### config.mk
export PLATFORM = sky130hd
export DESIGN_NAME = tmr0_wdt_ctrl
export DESIGN_NICKNAME = d
export VERILOG_FILES = /design/src/rtl/tmr0_wdt_ctrl_pkg.sv /design/src/rtl/tmr0_wdt_ctrl_t0cki_sync.sv /design/src/rtl/tmr0_wdt_ctrl.sv
export SDC_FILE = /design/constraint.sdc
export NUM_CORES = 1
export LEC_CHECK = 0
export ABC_AREA = 1
export CORE_AREA = 2 2 65 67
export DETAILED_ROUTE_END_ITERATION = 10
export DIE_AREA = 0 0 67 69
export PLACE_DENSITY = 0.71
export SLEW_MARGIN = 25
export SYNTH_ARGS = -nofsm -noshare
export SYNTH_HDL_FRONTEND = slang
export SYNTH_SLANG_ARGS = --single-unit
### constraint.sdc
create_clock -name clk -period 1.43 [get_ports clk]
set_input_delay 0.143 -clock clk [delete_from_list [all_inputs] [get_ports clk]]
set_output_delay 0.143 -clock clk [all_outputs]
set_load 0.005 [all_outputs]
### src/rtl/tmr0_wdt_ctrl_pkg.sv
// Shared constants and helpers for the Timer0 / watchdog controller.
package tmr0_wdt_ctrl_pkg;

  // OPTION register field positions: {T0CS, T0SE, PSA, PS[2:0]}
  localparam int OPT_T0CS  = 5;
  localparam int OPT_T0SE  = 4;
  localparam int OPT_PSA   = 3;
  localparam int OPT_PS_HI = 2;
  localparam int OPT_PS_LO = 0;

  // OPTION comes out of reset with every bit set (external clock, WDT owns prescaler, max ratio)
  localparam logic [5:0] OPTION_RST = 6'h3F;

  // Number of instruction cycles TMR0 ignores its source after being written
  localparam logic [1:0] TMR0_INHIBIT = 2'd2;

  // Mask with the low n bits set, n in 0..8
  function automatic logic [7:0] low_mask(input logic [3:0] n);
    logic [7:0] m;
    for (int i = 0; i < 8; i++) begin
      m[i] = (4'(i) < n);
    end
    return m;
  endfunction

endpackage

### src/rtl/tmr0_wdt_ctrl_t0cki_sync.sv
// T0CKI pin synchroniser with selectable edge detect.
// ext_edge_o is combinational from the last two flops, so the controller acts on
// a pin transition at the third clk edge after it.
module tmr0_wdt_ctrl_t0cki_sync (
  input  logic clk,
  input  logic rst,
  input  logic t0cki_i,
  input  logic t0se_i,
  output logic ext_edge_o
);

  logic sync1_q;
  logic sync2_q;
  logic edge_q;

  // Two-flop synchroniser for the asynchronous pin, then a history flop for edge detection
  always_ff @(posedge clk) begin
    if (rst) begin
      sync1_q <= 1'b0;
      sync2_q <= 1'b0;
      edge_q  <= 1'b0;
    end else begin
      sync1_q <= t0cki_i;
      sync2_q <= sync1_q;
      edge_q  <= sync2_q;
    end
  end

  // T0SE=0 selects the rising edge, T0SE=1 the falling edge
  always_comb begin
    if (t0se_i) begin
      ext_edge_o = edge_q & ~sync2_q;
    end else begin
      ext_edge_o = sync2_q & ~edge_q;
    end
  end

endmodule

### src/rtl/tmr0_wdt_ctrl.sv
// Timer0 / watchdog controller: OPTION register, shared 8-bit prescaler,
// TMR0 clock source selection, WDT base counter and sleep tracking.
module tmr0_wdt_ctrl
  import tmr0_wdt_ctrl_pkg::*;
#(
  parameter int WDT_W = 12
) (
  input  logic       clk,
  input  logic       rst,
  input  logic       cyc_en,
  input  logic       option_wr,
  input  logic [5:0] option_in,
  input  logic       tmr0_wr,
  input  logic       clrwdt,
  input  logic       sleep,
  input  logic       wdt_en,
  input  logic       t0cki,
  output logic       tmr0_inc,
  output logic       wdtmr,
  output logic       asleep,
  output logic [5:0] option_q
);

  logic [5:0]       option_d;
  logic [7:0]       presc_q;
  logic [7:0]       presc_d;
  logic [WDT_W-1:0] wdt_q;
  logic [WDT_W-1:0] wdt_d;
  logic [1:0]       inhibit_q;
  logic [1:0]       inhibit_d;
  logic             asleep_q;
  logic             asleep_d;
  logic             tmr0_inc_q;
  logic             tmr0_inc_d;
  logic             wdtmr_q;
  logic             wdtmr_d;

  logic             ext_edge_s;
  logic             psa_s;
  logic [2:0]       ps_s;
  logic             src_tick_s;
  logic             wdt_clr_s;
  logic             wdt_base_s;
  logic [7:0]       tmr0_mask_s;
  logic [7:0]       wdt_mask_s;
  logic             presc_clr_s;
  logic             presc_inc_s;

  tmr0_wdt_ctrl_t0cki_sync u_t0cki_sync (
    .clk        (clk),
    .rst        (rst),
    .t0cki_i    (t0cki),
    .t0se_i     (option_q[OPT_T0SE]),
    .ext_edge_o (ext_edge_s)
  );

  // Tick qualification, prescaler ownership and next-state for every register
  always_comb begin
    psa_s = option_q[OPT_PSA];
    ps_s  = option_q[OPT_PS_HI:OPT_PS_LO];

    // Source tick is dropped while asleep, during the post-write inhibit and on the write itself
    src_tick_s = (option_q[OPT_T0CS] ? ext_edge_s : cyc_en)
               & ~asleep_q & (inhibit_q == 2'd0) & ~tmr0_wr;

    // CLRWDT/SLEEP swallow a coincident WDT wrap
    wdt_clr_s  = clrwdt | sleep;
    wdt_base_s = wdt_en & (wdt_q == {WDT_W{1'b1}}) & ~wdt_clr_s;

    tmr0_mask_s = low_mask({1'b0, ps_s} + 4'd1);
    wdt_mask_s  = low_mask({1'b0, ps_s});

    if (psa_s) begin
      tmr0_inc_d = src_tick_s;
      wdtmr_d    = wdt_base_s & ((presc_q & wdt_mask_s) == wdt_mask_s);
    end else begin
      tmr0_inc_d = src_tick_s & ((presc_q & tmr0_mask_s) == tmr0_mask_s);
      wdtmr_d    = wdt_base_s;
    end

    // Any clear beats an increment in the same edge
    presc_clr_s = (option_wr & (option_in[OPT_PSA] != psa_s))
                | (tmr0_wr & ~psa_s)
                | (wdt_clr_s & psa_s)
                | (wdtmr_d & psa_s);
    presc_inc_s = psa_s ? wdt_base_s : src_tick_s;

    if (presc_clr_s) begin
      presc_d = 8'd0;
    end else if (presc_inc_s) begin
      presc_d = presc_q + 8'd1;
    end else begin
      presc_d = presc_q;
    end

    // Base counter wraps naturally, which is also the post-timeout clear
    if (wdt_clr_s) begin
      wdt_d = {WDT_W{1'b0}};
    end else if (wdt_en) begin
      wdt_d = wdt_q + {{(WDT_W-1){1'b0}}, 1'b1};
    end else begin
      wdt_d = wdt_q;
    end

    if (tmr0_wr) begin
      inhibit_d = TMR0_INHIBIT;
    end else if ((inhibit_q != 2'd0) && cyc_en) begin
      inhibit_d = inhibit_q - 2'd1;
    end else begin
      inhibit_d = inhibit_q;
    end

    if (option_wr) begin
      option_d = option_in;
    end else begin
      option_d = option_q;
    end

    // A timeout pulse is the wake-up event
    if (sleep) begin
      asleep_d = 1'b1;
    end else if (wdtmr_d) begin
      asleep_d = 1'b0;
    end else begin
      asleep_d = asleep_q;
    end
  end

  // State and output registers; reset overrides every pending event
  always_ff @(posedge clk) begin
    if (rst) begin
      option_q   <= OPTION_RST;
      presc_q    <= 8'd0;
      wdt_q      <= {WDT_W{1'b0}};
      inhibit_q  <= 2'd0;
      asleep_q   <= 1'b0;
      tmr0_inc_q <= 1'b0;
      wdtmr_q    <= 1'b0;
    end else begin
      option_q   <= option_d;
      presc_q    <= presc_d;
      wdt_q      <= wdt_d;
      inhibit_q  <= inhibit_d;
      asleep_q   <= asleep_d;
      tmr0_inc_q <= tmr0_inc_d;
      wdtmr_q    <= wdtmr_d;
    end
  end

  assign tmr0_inc = tmr0_inc_q;
  assign wdtmr    = wdtmr_q;
  assign asleep   = asleep_q;

endmodule

# --- Word-level counts from Yosys, hierarchy flattened ---
# Index checks and enable logic that the tools add are counted.
totals:
  ff_bits: 34
  input_bits: 15
  out_inout_bits: 9
  elab_cells: 76
classes:
  addsub: 4
  magnitude_cmp: 15
  eq_ne: 4
  n_mux: 9
  bitwise: 25
  reduce_logical: 8
ops:
  columns: ["op", "n"]
  rows:
  - ["3-bit by 4-bit less-than comparator with 1-bit output (first input constant)", 4]
  - ["1-bit AND", 13]
  - ["12-bit by 1-bit adder with 12-bit output (second input constant)", 1]
  - ["12-bit equality test (second input constant)", 1]
  - ["3-bit less-than comparator (first input constant)", 3]
  - ["8-bit by 1-bit adder with 8-bit output (second input constant)", 1]
  - ["8-bit by 7-bit AND with 8-bit output", 1]
  - ["8-bit AND", 1]
  - ["8-bit by 7-bit equality test with 1-bit output", 1]
  - ["8-bit equality test", 1]
  - ["1-bit by 4-bit less-than comparator with 1-bit output (first input constant)", 2]
  - ["2-bit by 4-bit less-than comparator with 1-bit output (first input constant)", 2]
  - ["1-bit 2-to-1 mux", 7]
  - ["1-bit by 3-bit less-than comparator with 1-bit output (first input constant)", 2]
  - ["2-bit by 3-bit less-than comparator with 1-bit output (first input constant)", 2]
  - ["1-bit inverter", 6]
  - ["2-bit nonzero test", 3]
  - ["2-bit OR reduction", 3]
  - ["3-bit by 1-bit adder with 4-bit output (second input constant)", 1]
  - ["2-bit 2-to-1 mux", 2]
  - ["1-bit bitwise OR", 4]
  - ["2-bit logical NOT", 1]
  - ["2-bit by 1-bit subtractor with 2-bit output (second input constant)", 1]
  - ["1-bit logical AND", 1]
  - ["1-bit inequality test", 1]

# --- Logic depth before layout (Yosys ltp) ---
# Gate-level depths: netlist of run 1.
depth:
  ltp_word: 9
  ltp_mapped: 11
  ltp_nobuf: 11

# --- Hierarchy ---
# Synthesis of run 1 repeated with hierarchy kept, for this count alone.
unflattened:
  cells_unflattened: 289
  hier_area_um2: 1929.4
modules_own_cells:
  columns: ["module", "n_inst", "cells_per_inst", "area_per_inst_um2", "seq_area_each_um2"]
  rows:
  - ["tmr0_wdt_ctrl", 1, 275, 1825.5, 620.6]
  - ["tmr0_wdt_ctrl_t0cki_sync", 1, 14, 103.8, 60.1]

# --- Worst setup path after synthesis of run 1 ---
# OpenSTA, ideal clock, no wires.
synth_path:
  path_kind: "reg2reg"
  from: "register inhibit_q[0]"
  to: "register presc_q[0]"
  setup_ns: 0.069
  arrival_time_ns: 1.315
  path_slack_ns: 0.046
  path_stages_with_launch: 11
  period_less_slack_ns: 1.384
  path_cell_list: "dfxtp_1 -> inv_1 -> ha_1 -> nand2_1 -> nor3_1 -> nand3_2 -> nand2_4 -> nand2_1 -> nand2_1 -> inv_1 -> nor2_1"
synth_between:
  elab_chain_len: 4
synth_rtl:
  columns: ["element", "line_no", "text"]
  rows:
  - ["start, declared", "tmr0_wdt_ctrl.sv:29", "logic [1:0] inhibit_q;"]
  - ["start signal, assigned", "tmr0_wdt_ctrl.sv:143", "inhibit_q <= inhibit_d;"]
  - ["2-bit logical NOT", "tmr0_wdt_ctrl.sv:64", "& ~asleep_q & (inhibit_q == 2'd0) & ~tmr0_wr;"]
  - ["1-bit AND (2 in series)", "tmr0_wdt_ctrl.sv:64", null]
  - ["1-bit 2-to-1 mux", "tmr0_wdt_ctrl.sv:86", "presc_inc_s = psa_s ? wdt_base_s : src_tick_s;"]
  - ["end signal, assigned", "tmr0_wdt_ctrl.sv:141", "presc_q <= presc_d;"]
  - ["end, declared", "tmr0_wdt_ctrl.sv:25", "logic [7:0] presc_q;"]
# Every way passes these cells.
# A chain may end at the register's enable or synchronous reset.

# --- Final worst setup path of run 1 ---
layout_path:
  from: "register inhibit_q[1]"
  to: "register presc_q[4]"
# Same word-level chain as after synthesis.

==> results.json, run 1 <==
{
  "status": "complete, but fails checks",
  "holdBufCountCts": 0,
  "critPathCaptureType": "register",
  "drt-initial-drc-count": 100,
  "crit_fanout": 4,
  "hold_path_class": "primary input to register",
  "rrSetupSlack_ns": -0.04,
  "syn-cell-area_um2": 1870,
  "postLayoutCellArea_um2": 2670,
  "ir_worst_vdd_mv": 0.734,
  "wl_per_cell_um": 11.7,
  "whs_ns": 0.249,
  "numPortBuffers": 23,
  "final_cell_mix": "60 x nand2_1, 41 x inv_1, 41 x nor2_1",
  "crit_type": "register to register",
  "crit_chain": "inv_2 -> ha_4 -> nand2_2 -> nor3_4 -> nand3_1 -> nand3_1 -> nand2_1 -> inv_1 -> nor2_1",
  "dieArea_um2": 4620,
  "grt_max_degree": 12,
  "grt_usage_pct": 21.0,
  "rsz0062_at_grt": "true",
  "n_antenna_cell": 0,
  "skew_ns": 0.00635,
  "met3_length_um": 186,
  "maxCapViolations": 0,
  "grt_pass1_vias": 1821,
  "root_buffer": "clkbuf_8",
  "min_period_ns": 1.47,
  "place_congestion": 0.916,
  "grt_overflow_total": 0,
  "critical_path_depth": 9,
  "syn2layout_area_growth_pct": 42.9,
  "placed_area_um2": 2390,
  "vias_per_cell": 4.81,
  "postSynthAreaPerCell_um2": 6.46,
  "seq_area_frac_synth_pct": 36.5,
  "reg2reg_depth": 9,
  "ys_types": 28,
  "endpoint": "presc_q[4]$_SDFFE_PP0P_",
  "start_util_pct": 47.7,
  "slew_headroom_pct": 82.7,
  "grt_pass1_wl_mm": 7.64,
  "critPathLaunchType": "register",
  "wirelength_met1_mm": 2.10,
  "worst_slack_ns": -0.0413,
  "max_freq_mhz": 680,
  "maxUsedRoutingLayer": "met4",
  "antenna_found_initial": 0,
  "die_h_um": 69,
  "clock_sinks": 34,
  "critPathMaxStageDelay_ns": 0.32,
  "yosysWarnings": 0,
  "startpoint": "inhibit_q[1]$_SDFFE_PP0P_",
  "clock_latency_ns": 0.29,
  "wl_mm": 4.73,
  "setup_tns_ns": -0.155,
  "drc": 0,
  "required_ns": 1.62,
  "worstReg2RegStart": "inhibit_q[1]$_SDFFE_PP0P_",
  "h-tree-depth": 2,
  "finalHoldViolCount": 0,
  "path_delay_family": "simple AND/OR/NAND/NOR gates",
  "final_common_cell": "nand2_1",
  "dp.cells": 391,
  "synth-seq-cells": 34,
  "pin_count": 24,
  "ant_nets": 0,
  "power_mw": 2.01,
  "final-setup-viol-count": 7,
  "fin_cells": 404,
  "reg2reg_to": "presc_q[4]$_SDFFE_PP0P_",
  "dpl.hpwl_mm": 3.42,
  "cpMostUsedCell": "nand3_1",
  "rows": 23,
  "power.density_nw_per_um2": 755,
  "violations": "negative setup slack",
  "postSynthCellCount": 289,
  "drive_gt1_share_pct": 25.1,
  "drv_slew": 0,
  "hp-start": "wdt_en",
  "via_count": 1945,
  "critical_path_buf_inv_count": 2,
  "cts_tree": "yes",
  "tightest_slew_ns": 0.259,
  "slowest_stage": "dfxtp_2",
  "dr.pass1.iters": 4,
  "finalCritPeriodShare_pct": 103,
  "fp.dieW_um": 67,
  "leakage_nw": 1.12,
  "nNetsFinal": 372,
  "core_um2": 3910,
  "syn_nets": 308,
  "wl_met2_mm": 2.39,
  "clockBufferDepth": 2,
  "cts_buffers": 5,
  "hold_path_depth": 3,
  "clk_pin_slew_worst_paths_ns": 0.07,
  "cp_data_arrival_time_ns": 1.66
}
## cells by family after synthesis
family	Yosys count	share of synthesized area, %
and+or+nand+nor	155	36.3
buffers and inverters	51	10.7
AOI/OAI and AO/OA	39	11.1
DFF	34	36.5
xor gates and xnor gates	6	2.82
adders and majority gates	4	2.68
## cell type report
| type | count | area, µm² |
|---|---|---|
| clock buffers | 7 | 86.3 |
| fillers | 358 | 1250 |
| clock inverters | 1 | 5.00 |
| inverters | 45 | 171 |
| multi-input cells | 206 | 1120 |
| repair buffers | 61 | 527 |
| flip-flops and latches | 34 | 696 |
| well taps | 50 | 62.6 |
## Yosys cell counts
master / n / area [µm²]
nor3_1: 4 / 20.0
or2_2: 2 / 12.5
nor2_1: 44 / 165
ha_1: 4 / 50.1
nor3_2: 1 / 10.0
nand3_2: 1 / 10.0
xor2_1: 6 / 52.6
or2_1: 1 / 6.26
a211oi_1: 1 / 7.51
nor3b_1: 1 / 7.51
buf_2: 3 / 15.0
clkbuf_1: 2 / 7.51
buf_4: 1 / 7.51
inv_2: 1 / 3.75
nand2_1: 70 / 263
nand2_4: 1 / 11.3
nand3_1: 26 / 130
a21oi_1: 17 / 85.1
o22ai_1: 3 / 18.8
nor2_4: 1 / 11.3
dfxtp_1: 34 / 681
inv_1: 44 / 165
o21a_1: 1 / 7.51
nand3_4: 1 / 17.5
o211ai_1: 1 / 7.51
o21ai_0: 15 / 75.1
o21ai_1: 1 / 5.00
nor2_2: 2 / 12.5
## flip-flops by register name (all words and copies together), names as in the netlist
signal and count:
presc_q 8, wdt_q 12, u_t0cki_sync.edge_q 1, tmr0_inc 1, inhibit_q 2, option_q 6
u_t0cki_sync.sync2_q 1, wdtmr 1, u_t0cki_sync.sync1_q 1, asleep 1
## worst min-delay path by stage
stage	endpoint	slack, ns
floorplan	wdt_q[0]$_SDFFE_PP0P_	0.23
global placement	u_t0cki_sync.sync2_q$_SDFF_PP0_	0.39
detailed placement	u_t0cki_sync.sync2_q$_SDFF_PP0_	0.41
CTS	u_t0cki_sync.sync1_q$_SDFF_PP0_	0.36
global route	wdt_q[0]$_SDFFE_PP0P_	0.28
finish	wdt_q[0]$_SDFFE_PP0P_	0.25
## per-layer routing
metal  up-vias  track usage, %
met4         0            6.58
li1       1038               -
met3         8            5.55
met5         -               0
met2        29            34.5
met1       870            26.2
## stage by stage
stage / util (%) / setup WS (ns)
6_report: 68.1 / -0.0413
3_5_place_dp: 61.1 / -0.274
5_1_grt: 68.1 / -0.129
3_3_place_gp: 61.1 / -0.230
4_1_cts: 64.8 / 0.000438
2_1_floorplan: - / 0.0456
## power breakdown
group	leakage [nW]	switching, mW	total [mW]	internal (mW)
sequential	0.280	0.0208	0.991	0.970
combinational	0.796	0.135	0.289	0.154
clock	0.0482	0.344	0.732	0.388
total	1.12	0.500	2.01	1.51
## worst reg2reg max path: stages (launching register included)
cell,delay (ns)
dfxtp_2,0.32
inv_2,0.06
ha_4,0.13
nand2_2,0.05
nor3_4,0.28
nand3_1,0.24
nand3_1,0.16
nand2_1,0.06
inv_1,0.04
nor2_1,0.03
## what timing repair did
action / 4_1_cts / 5_1_grt
endpoints found under the setup margin: 9 / 17
buffers inserted: 1 / 3
pin swaps: 1 / 15
gates cloned: 2 / 0
resized for setup: 10 / 36
(Power assumes the default switching activity.)
==> inputs of run 2 (changes only) <==
CELL_PAD_IN_SITES_DETAIL_PLACEMENT = 1   (was default)
CELL_PAD_IN_SITES_GLOBAL_PLACEMENT = 1   (was default)
CORE_AREA = 2 2 78 80   (was 2 2 65 67)
DIE_AREA = 0 0 80 82   (was 0 0 67 69)
SYNTH_HIERARCHICAL = 1   (was default)
==> run 2 against run 1 <==
The run now ends clean. Non-clock buffer count decreased by 7. Synthesized cell count unchanged. Synthesized area increased by 3.4%. Clock-buffer cell count unchanged. Clock skew increased by 0.0071 ns. Total power increased by 0.15%. Highest routed layer unchanged.
==> results.json, run 2 <==
{
  "dpl.hpwl_mm": 4.04,
  "slew_headroom_pct": 74.9,
  "crit_fanout": 8,
  "fp.dieW_um": 80,
  "maxUsedRoutingLayer": "met4",
  "root_buffer": "clkbuf_8",
  "critical_path_buf_inv_count": 2,
  "postSynthCellCount": 289,
  "seq_area_frac_synth_pct": 35.3,
  "wirelength_met1_mm": 2.44,
  "p_comb_share_pct": 12.7,
  "yosys-top-cells-count": "62 x nand2_1, 45 x inv_1, 38 x nor2_1",
  "clockBufferDepth": 2,
  "yosysWarnings": 6,
  "setup_tns_ns": 0,
  "drv_slew": 0,
  "synth_flop_cell": "dfxtp_1",
  "post-synth-top-count-cell": "nand2_1",
  "clock_latency_ns": 0.30,
  "largest_reg_flops": 12,
  "cts_buffers": 5,
  "postSynthAreaPerCell_um2": 6.68,
  "core_um2": 5750,
  "pin_count": 24,
  "swShare_pct": 26.2,
  "seq_power_share_pct": 49.3,
  "cts_tree": "yes",
  "grt_overflow_total": 0,
  "drt-initial-drc-count": 50,
  "yosysTopAreaCell": "dfxtp_1",
  "clock_sinks": 34,
  "antenna_found_initial": 0,
  "dr.pass1.iters": 4,
  "ys_top_cells_by_area": "dfxtp_1 35%, nand2_1 12%, inv_1 8.8%",
  "clock_power_share_pct": 38.0,
  "rsz0062_at_grt": "true",
  "critPathMaxStageDelay_ns": 0.37,
  "grt_max_degree": 12,
  "syn2layout_area_growth_pct": 38.8,
  "final_common_cell": "nand2_1",
  "n_antenna_cell": 0,
  "grt_pass1_vias": 1910,
  "synth_edf_count": 0,
  "drive_gt1_share_pct": 28.0,
  "hold_path_class": "primary input to register",
  "min_period_ns": 1.41,
  "slowest_stage": "dfxtp_1",
  "die_h_um": 82,
  "cpMostUsedCell": "nand2_1",
  "required_ns": 1.66,
  "fin_cells": 422,
  "wl_met2_mm": 2.77,
  "max_freq_mhz": 708,
  "grt_usage_pct": 16.7,
  "final-setup-viol-count": 0,
  "finalCritPeriodShare_pct": 98.7,
  "numPortBuffers": 23,
  "syn-cell-area_um2": 1930,
  "status": "completed",
  "tightest_slew_ns": 0.377,
  "p_int_mw": 1.49,
  "dp.cells": 411,
  "place_congestion": 0.810,
  "nNetsFinal": 365,
  "rows": 28,
  "drc": 0,
  "critPathCaptureType": "register",
  "critPathLaunchType": "register",
  "grt_pass1_wl_mm": 8.44,
  "crit_type": "register to register",
  "p_sw_mw": 0.529,
  "cp_data_arrival_time_ns": 1.64,
  "start_util_pct": 33.6,
  "wl_per_cell_um": 12.8,
  "via_count": 1955,
  "vias_per_cell": 4.63,
  "top_register": "wdt_q",
  "met3_length_um": 98,
  "finalHoldViolCount": 0,
  "skew_ns": 0.0134,
  "wl_mm": 5.40,
  "leakage_nw": 1.14,
  "crit_chain": "nand2_2 -> nor2_2 -> inv_2 -> nor2_4 -> nand3_4 -> nand2_8 -> nand2_1 -> nand2_1 -> inv_1 -> nor2_1",
  "final_cell_mix": "55 x nand2_1, 40 x inv_1, 36 x nor2_1",
  "holdBufCountCts": 0,
  "synth_top_cell_area_share_pct": 35.3,
  "ir_worst_vdd_mv": 0.539,
  "h-tree-depth": 2,
  "async_reset_ff_share_pct": 0,
  "power.density_nw_per_um2": 752,
  "clk_pin_slew_worst_paths_ns": 0.07,
  "synth-seq-cells": 34,
  "dieArea_um2": 6560,
  "maxCapViolations": 0,
  "syn_nets": 308,
  "reg_top3": "wdt_q: 12 flops, presc_q: 8 flops, option_q: 6 flops",
  "ant_nets": 0,
  "ys_types": 33,
  "path_delay_family": "simple AND/OR/NAND/NOR gates"
}
[run 2: final timing paths]
check	cells past startpoint	end	from	slack [ns]
setup / recovery	10	presc_q[7]$_SDFFE_PP0P_	wdt_q[6]$_SDFFE_PP0P_	0.02
hold / removal	3	u_t0cki_sync/sync1_q$_SDFF_PP0_	t0cki	0.38
setup reg to reg	10	presc_q[7]$_SDFFE_PP0P_	wdt_q[6]$_SDFFE_PP0P_	0.02
hold reg to reg	2	u_t0cki_sync/sync2_q$_SDFF_PP0_	u_t0cki_sync/sync1_q$_SDFF_PP0_	0.41
[run 2: cell type report]
type | instances | area [µm²]
Fill cell | 766 | 3070
Timing Repair Buffer | 54 | 465
Tap cell | 75 | 93.8
Clock inverter | 1 | 5.00
Multi-Input combinational cell | 201 | 1140
Sequential cell | 34 | 704
Inverter | 50 | 188
Clock buffer | 7 | 86.3
[run 2: repair_timing]
action / CTS / global route
resized for setup: 10 / 33
cloned: 0 / 2
setup buffers: 0 / 1
pin swaps: 2 / 14
endpoints found under the setup margin: 12 / 15
[run 2: metal layers]
metal  vias to the layer above  track usage (%)
li1                       1010                -
met1                       926             19.5
met2                        13             29.8
met3                         6             3.63
met4                         0             6.61
met5                         -                0
[run 2: kinds of logic (layout without fill, tap and decap cells)]
| family | count (synthesis) | after routing | share of synthesized area [%] |
|---|---|---|---|
| DFF | 34 | 34 | 35.3 |
| and+or+nand+nor | 151 | 153 | 36.4 |
| xor gates and xnor gates | 9 | 9 | 4.48 |
| AOI/OAI and AO/OA | 35 | 35 | 9.79 |
| adders and majority gates | 4 | 4 | 2.59 |
| buffers and inverters | 56 | 112 | 11.5 |
[run 2: power groups by stage]
stage | clock network, mW | logic (mW) | registers [mW]
after floorplan | 0 | 0.129 | 1.00
after global placement | 0 | 0.239 | 1.01
after detailed placement | 0 | 0.247 | 1.01
after CTS | 0.793 | 0.252 | 0.994
after global routing | 0.862 | 0.287 | 0.996
final | 0.765 | 0.257 | 0.993
[run 2: worst register-to-register path, delay by kind of cell (launching register included)]
| kind | cells | cell delay [ns] |
|---|---|---|
| flops | 1 | 0.37 |
| simple gates | 8 | 0.89 |
| buf+inv | 2 | 0.09 |
[run 2: stage by stage]
stage / util, % / hold slack (ns) / cell area [µm²] / setup WS (ns) / total power, mW
floorplan: - / 0.214 / 1930 / 0.0915 / 1.13
detailed placement: 42.6 / 0.412 / 2440 / -0.211 / 1.26
finish: 46.6 / 0.376 / 2680 / 0.0182 / 2.02
global route: 46.6 / 0.422 / 2680 / -0.0745 / 2.15
CTS: 44.8 / 0.371 / 2570 / 0.0000161 / 2.04
global placement: 42.6 / 0.406 / 2440 / -0.177 / 1.25
